<file path="src/rtl/round_robin_arbiter.sv">
// Registered round-robin arbiter: the most recent winner drops to lowest priority.
// One cycle of latency from req to grant; there is no handshake, so every cycle is re-arbitrated.
module round_robin_arbiter #(
  parameter int NUM_REQ = 2,
  parameter int ID_W    = $clog2(NUM_REQ)
) (
  input  logic               clk,
  input  logic               rst_an,
  input  logic [NUM_REQ-1:0] req,
  output logic [NUM_REQ-1:0] grant,
  output logic               grant_valid,
  output logic [ID_W-1:0]    grant_id
);

  localparam int              IDX_W   = ID_W + 1;
  localparam logic [IDX_W-1:0] N_IDX   = IDX_W'(NUM_REQ);
  localparam logic [ID_W-1:0]  LAST_ID = ID_W'(NUM_REQ - 1);

  logic [ID_W-1:0]    ptr_q, ptr_d;
  logic [NUM_REQ-1:0] grant_q, grant_d;
  logic               vld_q, vld_d;
  logic [ID_W-1:0]    id_q, id_d;

  logic [IDX_W-1:0]   scan_idx;
  logic               win_vld;
  logic [ID_W-1:0]    win_id;

  // Cyclic scan from ptr; one extra index bit keeps ptr+k from overflowing before the wrap.
  always_comb begin
    win_vld  = 1'b0;
    win_id   = '0;
    scan_idx = '0;
    for (int k = 0; k < NUM_REQ; k++) begin
      scan_idx = {1'b0, ptr_q} + IDX_W'(k);
      if (scan_idx >= N_IDX) begin
        scan_idx = scan_idx - N_IDX;
      end
      if (!win_vld && req[scan_idx[ID_W-1:0]]) begin
        win_vld = 1'b1;
        win_id  = scan_idx[ID_W-1:0];
      end
    end
  end

  always_comb begin
    ptr_d   = ptr_q;
    grant_d = '0;
    vld_d   = 1'b0;
    id_d    = '0;
    if (win_vld) begin
      grant_d[win_id] = 1'b1;
      vld_d           = 1'b1;
      id_d            = win_id;
      ptr_d           = (win_id == LAST_ID) ? '0 : win_id + ID_W'(1);
    end
  end

  always_ff @(posedge clk or posedge rst_an) begin
    if (rst_an) begin
      ptr_q   <= '0;
      grant_q <= '0;
      vld_q   <= 1'b0;
      id_q    <= '0;
    end else begin
      ptr_q   <= ptr_d;
      grant_q <= grant_d;
      vld_q   <= vld_d;
      id_q    <= id_d;
    end
  end

  assign grant       = grant_q;
  assign grant_valid = vld_q;
  assign grant_id    = id_q;

endmodule

</file>
<file path="config.mk">
export PLATFORM = sky130hd
export DESIGN_NAME = round_robin_arbiter
export DESIGN_NICKNAME = d
export VERILOG_FILES = /design/src/rtl/round_robin_arbiter.sv
export SDC_FILE = /design/constraint.sdc
export NUM_CORES = 1
export LEC_CHECK = 0
export CAP_MARGIN = 20
export CORE_AREA = 2 2 39 41
export CTS_CLUSTER_SIZE = 30
export DETAILED_ROUTE_END_ITERATION = 10
export DIE_AREA = 0 0 41 43
export DONT_BUFFER_PORTS = 1
export PLACE_DENSITY = 0.3
export SYNTH_ARGS = -nofsm -noshare
export SYNTH_HDL_FRONTEND = slang
export SYNTH_SLANG_ARGS = --single-unit
</file>
<file path="constraint.sdc">
create_clock -name clk -period 1 [get_ports clk]
set_clock_uncertainty 0.1 [all_clocks]
set_input_delay 0.05 -clock clk [delete_from_list [all_inputs] [get_ports clk]]
set_output_delay 0.05 -clock clk [all_outputs]
set_load 0.02 [all_outputs]
</file>
== Word-level counts from Yosys, hierarchy flattened ==
Index checks and enable logic that the tools add are counted.
Widths: inputs -> output; s select.

* Bits in registers: 5
* Output and inout bits: 4
* Logic and storage cells: 33
* Input port bits: 4

* Multiplexer cells: 16
* Order comparisons: 6
* Reduce and logical (&&, ||, !) cells: 3
* Add/subtract/negate cells: 4

{| class="wikitable"
|+ Operators by type and width
! kind !! count
|-
| $mux 1 || 14
|-
| $lt 1x2->1 const B || 3
|-
| $add 1x1->2 const B || 1
|-
| $ge 1x2->1 const B || 1
|-
| $ge 2x2->1 const B || 1
|-
| $logic_and 1x1->1 || 2
|-
| $mux 2 || 1
|-
| $sub 1x1->1 const B || 2
|-
| $add 1x1->1 const B || 1
|-
| $demux 1 s1 || 1
|-
| $ge 1x1->1 const B || 1
|-
| $logic_not 1->1 || 1
|}

== Logic depth before layout (Yosys ltp) ==
Gate-level depths: netlist of run 1.

* Word-level depth: 13
* Depth in mapped cells: 2

== Least setup slack after synthesis of run 1 ==
OpenSTA, ideal clock, no wires.

* Path kind: register -> register
* Start: register ptr_q
* End: register grant_q[1], in the netlist grant[1]
* Slack: 0.146 ns
* Period minus slack after synthesis: 0.854 ns
* Data arrival time: 0.635 ns
* Stages on the path, launching flop included: 3
* Buffers on the path: 0
* Path through: dfrtp_1 > nand2b_1 > and2_1

* Longest elaborated chain between the ends: 13

{| class="wikitable"
|+ Ends and longest elaborated chain
! what !! line !! text
|-
| start: declaration || 19 || <nowiki>logic [ID_W-1:0] ptr_q, ptr_d;</nowiki>
|-
| start signal: assignment || 65 || <nowiki>ptr_q <= ptr_d;</nowiki>
|-
| $ge 1x2->1 / $sub 1x1->1 (equally long branches) || 35, 36 ||
|-
| $mux 1 || 35 || <nowiki>if (scan_idx >= N_IDX) begin</nowiki>
|-
| $mux 1 (not written as such) (2 in series) || 38 || <nowiki>if (!win_vld && req[scan_idx[ID_W-1:0]]) begin</nowiki>
|-
| $mux 1 || 38 ||
|-
| $logic_not 1->1 || 38 ||
|-
| $logic_and 1x1->1 || 38 ||
|-
| $mux 1 || 38 ||
|-
| $lt 1x2->1 (not written as such) / $ge 1x1->1 (equally long branches) || 51 || <nowiki>grant_d[win_id] = 1'b1;</nowiki>
|-
| $logic_and 1x1->1 (not written as such) || 51 ||
|-
| $mux 1 (not written as such) || 51 ||
|-
| $demux 1 s1 || 51 ||
|-
| $mux 2 * || 50 || <nowiki>if (win_vld) begin</nowiki>
|-
| via grant_d[1] || 20 || <nowiki>logic [NUM_REQ-1:0] grant_q, grant_d;</nowiki>
|-
| end signal: assignment || 66 || <nowiki>grant_q <= grant_d;</nowiki>
|-
| end: declaration || 20 ||
|}

The timed path passes the listed nets; every way through them passes the cells marked *. The select of a mux whose other input is x is not followed.
A chain may end at the register's enable or synchronous reset.

==> impl_metrics.yaml, run 1 <==
status:
  status: "finished clean"
pwr:
  p_sw_w: 0.000102
  power_frac_seq_pct: 46.9
  leakage_nw: 0.0938
  p_per_area_nw_per_um2: 2040
  switching_share_pct: 23.7
  irDropWorstVdd_mv: 0.403
  p_int_w: 0.000328
  p_clk_share_pct: 46.3
  power_frac_comb_pct: 6.8
timing:
  setup_ws_ps: 76.7
  slew_viol_final: 0
  fmax_mhz: 1080
  rsz0062_at_grt: "no"
  slew_headroom_pct: 76.1
  finalSetupViolations: 0
  final.min_clock_period_ps: 923
  setup_tns_ps: 0
  hold_violations: 0
  period_share_pct: 92.3
  worst-slew-pin-transition_ps: 359
global_route:
  gr-total-overflow: 0
  grt_pass1_vias: 130
  grt_use_total_pct: 4.62
  grt_max_degree: 5
  antenna_found_initial: 0
  grt_pass1_wl_um: 455
job:
  drv_cap: 0
clock_tree:
  cts_buffers: 3
  cts_resized: 0
  cts-root-buf: "clkbuf_4"
  cts.htree.levels: 1
  postCtsHoldBufs: 3
  clk_latency_ps: 230
  clock_sinks: 4
  post-cts-setup-buffers: 0
  clk_path_buf_depth: 2
  tritoncts: "yes"
  path_clk_slew_ps: 40
critical_path:
  ff2ff_path_depth: 2
  arrival_ps: 770
  cp-end-kind: "output pin"
  required_ps: 850
  cp-start-kind: "flop"
  crit_type: "reg -> out"
  cp.depth: 0
  crit_path_max_fanout: 2
  cp-endpoint: "grant_id"
  r2r_end: "grant[1]$_DFF_PP0_"
  startpoint: "grant[1]$_DFF_PP0_"
  rrSetupSlack_ps: 90
  r2r-start: "ptr_q$_DFFE_PP0N_"
die:
  core_um2: 1380
  fp.dieArea_um2: 1760
  rows: 14
  io_pins: 8
  die_x_um: 41
  initial_core_util_pct: 10.6
  die_y_um: 43
yosys:
  yosysSeqAreaShare_pct: 68.4
  avgSynthCellArea_um2: 12.2
  synthesis.nets: 16
  ys_ff_latch: 4
  yosys.cell_types.count: 8
  ys_warn_count: 0
  syn-cell-area_um2: 146
  syn_inst: 12
final_layout:
  n_antenna_cell: 0
  fill_cells: 157
  fin_cells: 33
  syn2layout_area_growth_pct: 44.4
  fin_util_pct: 15.3
  final_layout_size_suffix_gt1_share_pct: 17.6
  fin_nets: 23
  design_area_um2: 211
placement:
  dp.cells: 27
  dp_slack_ps: 118
  port_buffers: 0
  place_area_um2: 159
  gp_congestion: 0.540
routing:
  drt-total-wl_um: 271
  drt_pass1_iterations: 2
  drt.antenna.violating_nets: 0
  wl_per_cell_um: 8.21
  drc: 0
  vias: 97
  viasPerCell: 2.94
  initialDrtViolationCount: 2
min_path:
  hold_class: "in -> async"
## routing by layer
layer | vias to the layer above | share of wire, % | GRT usage (%)
li1 | 46 | - | -
met1 | 44 | 44 | 4.19
met2 | 7 | 40 | 4.69
met3 | 0 | 16 | 6.28
met4 | 0 | 0 | 4.00
met5 | - | 0 | 0
## state kept, by name, summed over array words and instances, names as in the netlist
register / flops
grant_valid: 1
grant: 2
ptr_q: 1
## power by group through the flow
stage	Sequential (W)	Combinational (W)	Clock [W]
after floorplan	0.000197	0.0000251	0
after global placement	0.000204	0.0000172	0
after detailed placement	0.000204	0.0000185	0
after CTS	0.000202	0.0000301	0.000209
after global routing	0.000205	0.0000341	0.000222
final	0.000202	0.0000294	0.000199
## logic make-up (layout without fill, tap and decap cells)
logic type | Yosys count | in the layout | synth area share (%)
AND/OR/NAND/NOR | 3 | 3 | 12.8
AO/OA/AOI/OAI | 2 | 2 | 8.55
buffers and inverters | 3 | 8 | 10.3
flip-flops | 4 | 4 | 68.4
## how the worst min path moves through the flow
stage,start,endpoint,slack (ps),cells past startpoint
finish,rst_an,ptr_q$_DFFE_PP0N_,40,2
global route,rst_an,ptr_q$_DFFE_PP0N_,70,2
global placement,rst_an,grant[0]$_DFF_PP0_,-270,1
detailed placement,rst_an,grant[0]$_DFF_PP0_,-270,1
CTS,rst_an,grant_valid$_DFF_PP0_,40,2
floorplan,rst_an,grant[0]$_DFF_PP0_,-280,1
## per-stage QoR
| stage | hold WS (ps) | power, W |
|---|---|---|
| after floorplan | -284 | 0.000223 |
| after global placement | -274 | 0.000221 |
| after detailed placement | -266 | 0.000223 |
| after CTS | 37.2 | 0.000441 |
| after global routing | 74.4 | 0.000461 |
| final | 35.9 | 0.000431 |
## Yosys cell counts, drive strengths merged
| library cell | number | area share (%) |
|---|---|---|
| buf | 1 | 5.1 |
| inv | 2 | 5.1 |
| nand2b | 1 | 4.3 |
| dfrtp | 4 | 68 |
| and2 | 1 | 4.3 |
| a21boi | 1 | 5.1 |
| or2 | 1 | 4.3 |
| o21ai | 1 | 3.4 |
## layout by cell type (no fill, tap or decap)
cell / Yosys / routed
and2_1: 1 / 1
o21ai_0: 1 / 1
a21boi_0: 1 / 1
dfrtp_1: 4 / 4
inv_1: 2 / 2
or2_1: 1 / 1
nand2b_1: 1 / 1
dlygate4sd3_1: 0 / 3
clkbuf_4: 0 / 3
## cell type report
class / count / area, um2 / area share, %
Clock buffer: 3 / 22.5 / 10.7
Timing Repair Buffer: 3 / 30.0 / 14.2
Sequential cell: 4 / 100 / 47.3
Inverter: 2 / 7.51 / 3.55
Tap cell: 16 / 20.0 / 9.47
Multi-Input combinational cell: 5 / 31.3 / 14.8
Note: power is estimated with default switching activity, not from simulation.
==> inputs of run 2 (changes only) <==
CTS_BUF_LIST = sky130_fd_sc_hd__clkbuf_16   (was unset)
==> run 2 against run 1 <==
  * Sequential power about the same
  * First-iteration DRC count rose by 50%
  * Non-clock buffer count did not move
  * Combinational power down 3%
  * Register-to-register slack improved by 20 ps
  * Critical endpoint unchanged
  * Via count unchanged
  * Core utilization up 3.8 points
  * Design area increased by 25%
  * Power up 98%
  * Critical path depth is the same
==> impl_metrics.yaml, run 2 (synthesis gave the netlist of run 1 again) <==
routing:
  wl_per_cell_um: 8.48
  vias: 97
  drt.antenna.violating_nets: 0
  drc: 0
  initialDrtViolationCount: 3
  drt_pass1_iterations: 2
  viasPerCell: 2.94
  drt-total-wl_um: 280
pwr:
  leakage_nw: 0.117
  p_total_w: 0.000853
  switching_share_pct: 17.4
  power_frac_comb_pct: 3.3
  power_frac_seq_pct: 23.7
  p_clk_share_pct: 73.0
  irDropWorstVdd_mv: 0.516
  p_sw_w: 0.000148
  p_per_area_nw_per_um2: 3230
  p_int_w: 0.000705
timing:
  hold_violations: 0
  slew_headroom_pct: 76.1
  finalSetupViolations: 0
  fmax_mhz: 1090
  setup_tns_ps: 0
  slew_viol_final: 0
  period_share_pct: 91.8
  worst-slew-pin-transition_ps: 359
  rsz0062_at_grt: "no"
  final.min_clock_period_ps: 918
status:
  status: "finished clean"
global_route:
  gr-total-overflow: 0
  grt_pass1_vias: 113
  grt_pass1_wl_um: 448
  antenna_found_initial: 0
  grt_use_total_pct: 4.92
  grt_max_degree: 5
clock_tree:
  cts_buffers: 3
  clk_latency_ps: 220
  cts-root-buf: "clkbuf_16"
  clk_path_buf_depth: 2
  tritoncts: "yes"
  cts_resized: 0
  cts.htree.levels: 1
  post-cts-setup-buffers: 0
  path_clk_slew_ps: 30
  clock_sinks: 4
final_layout:
  final_common_cell: "dfrtp_1"
  syn2layout_area_growth_pct: 80.3
  largest_register_ffs: 2
  final_layout_size_suffix_gt1_share_pct: 17.6
  fin_nets: 23
  n_antenna_cell: 0
  mostFrequentLayoutCells: "dfrtp_1, clkbuf_16, dlygate4sd3_1"
die:
  fp.dieArea_um2: 1760
  io_pins: 8
  die_x_um: 41
  die_y_um: 43
  initial_core_util_pct: 10.6
  rows: 14
  core_um2: 1380
critical_path:
  arrival_ps: 770
  cp-start-kind: "flop"
  required_ps: 850
  crit_path_max_fanout: 2
  crit_type: "reg -> out"
  cp-end-kind: "output pin"
min_path:
  hold_class: "in -> async"
job:
  drv_cap: 0
placement:
  port_buffers: 0
  gp_congestion: 0.540
==> run 2: worst paths after layout <==
| path | cells after the start | start | endpoint | slack [ps] |
|---|---|---|---|---|
| max | 0 | grant[1]$_DFF_PP0_ | grant_id | 80 |
| min | 2 | rst_an | ptr_q$_DFFE_PP0N_ | 50 |
| max reg2reg | 2 | ptr_q$_DFFE_PP0N_ | grant[1]$_DFF_PP0_ | 110 |
| min reg2reg | 1 | ptr_q$_DFFE_PP0N_ | grant[0]$_DFF_PP0_ | 380 |
| max in group asynchronous | 2 | rst_an | grant[1]$_DFF_PP0_ | 600 |
| min in group clk | 1 | ptr_q$_DFFE_PP0N_ | grant[0]$_DFF_PP0_ | 380 |
==> run 2: cell type report <==
cell class	count	area (um2)
timing repair buffer	3	30.0
fill	157	1120
sequential	4	100
inverter	2	7.51
clock buffer	3	75.1
multi-input combinational	5	31.3
tap	16	20.0
==> run 2: metrics by stage <==
step	hold WS, ps	worst slack, ps	cells	instance area, um2	utilization [%]
finish	48.1	82.4	33	264	19.1
global route	95.5	62.6	33	264	19.1
CTS	54.0	74.1	33	264	19.1
detailed placement	-266	118	27	159	11.5
global placement	-274	128	27	159	11.5
floorplan	-284	146	12	146	-
==> run 2: timing repair <==
item,CTS,global route
endpoints found under the setup margin,0,0
hold buffers,3,0
hold endpoints to repair,8,0
==> run 2: power by group through the flow <==
| stage | Clock [W] | Combinational, W | Sequential [W] |
|---|---|---|---|
| global placement | 0 | 0.0000172 | 0.000204 |
| CTS | 0.000635 | 0.0000294 | 0.000203 |
| detailed placement | 0 | 0.0000185 | 0.000204 |
| finish | 0.000623 | 0.0000285 | 0.000202 |
| floorplan | 0 | 0.0000251 | 0.000197 |
| global route | 0.000644 | 0.0000334 | 0.000205 |
==> run 2: layer usage <==
metal,share of wire (%),track usage [%],vias to the layer above
met5,0,0,-
met4,6.8,8.00,0
met3,16,6.28,2
met2,35,3.75,9
met1,43,4.19,40
li1,-,-,46
==> run 2: worst reg2reg max path: stages, from the launching register on <==
cell and delay, ps:
dfrtp_1 370, nand2b_1 150, and2_1 150
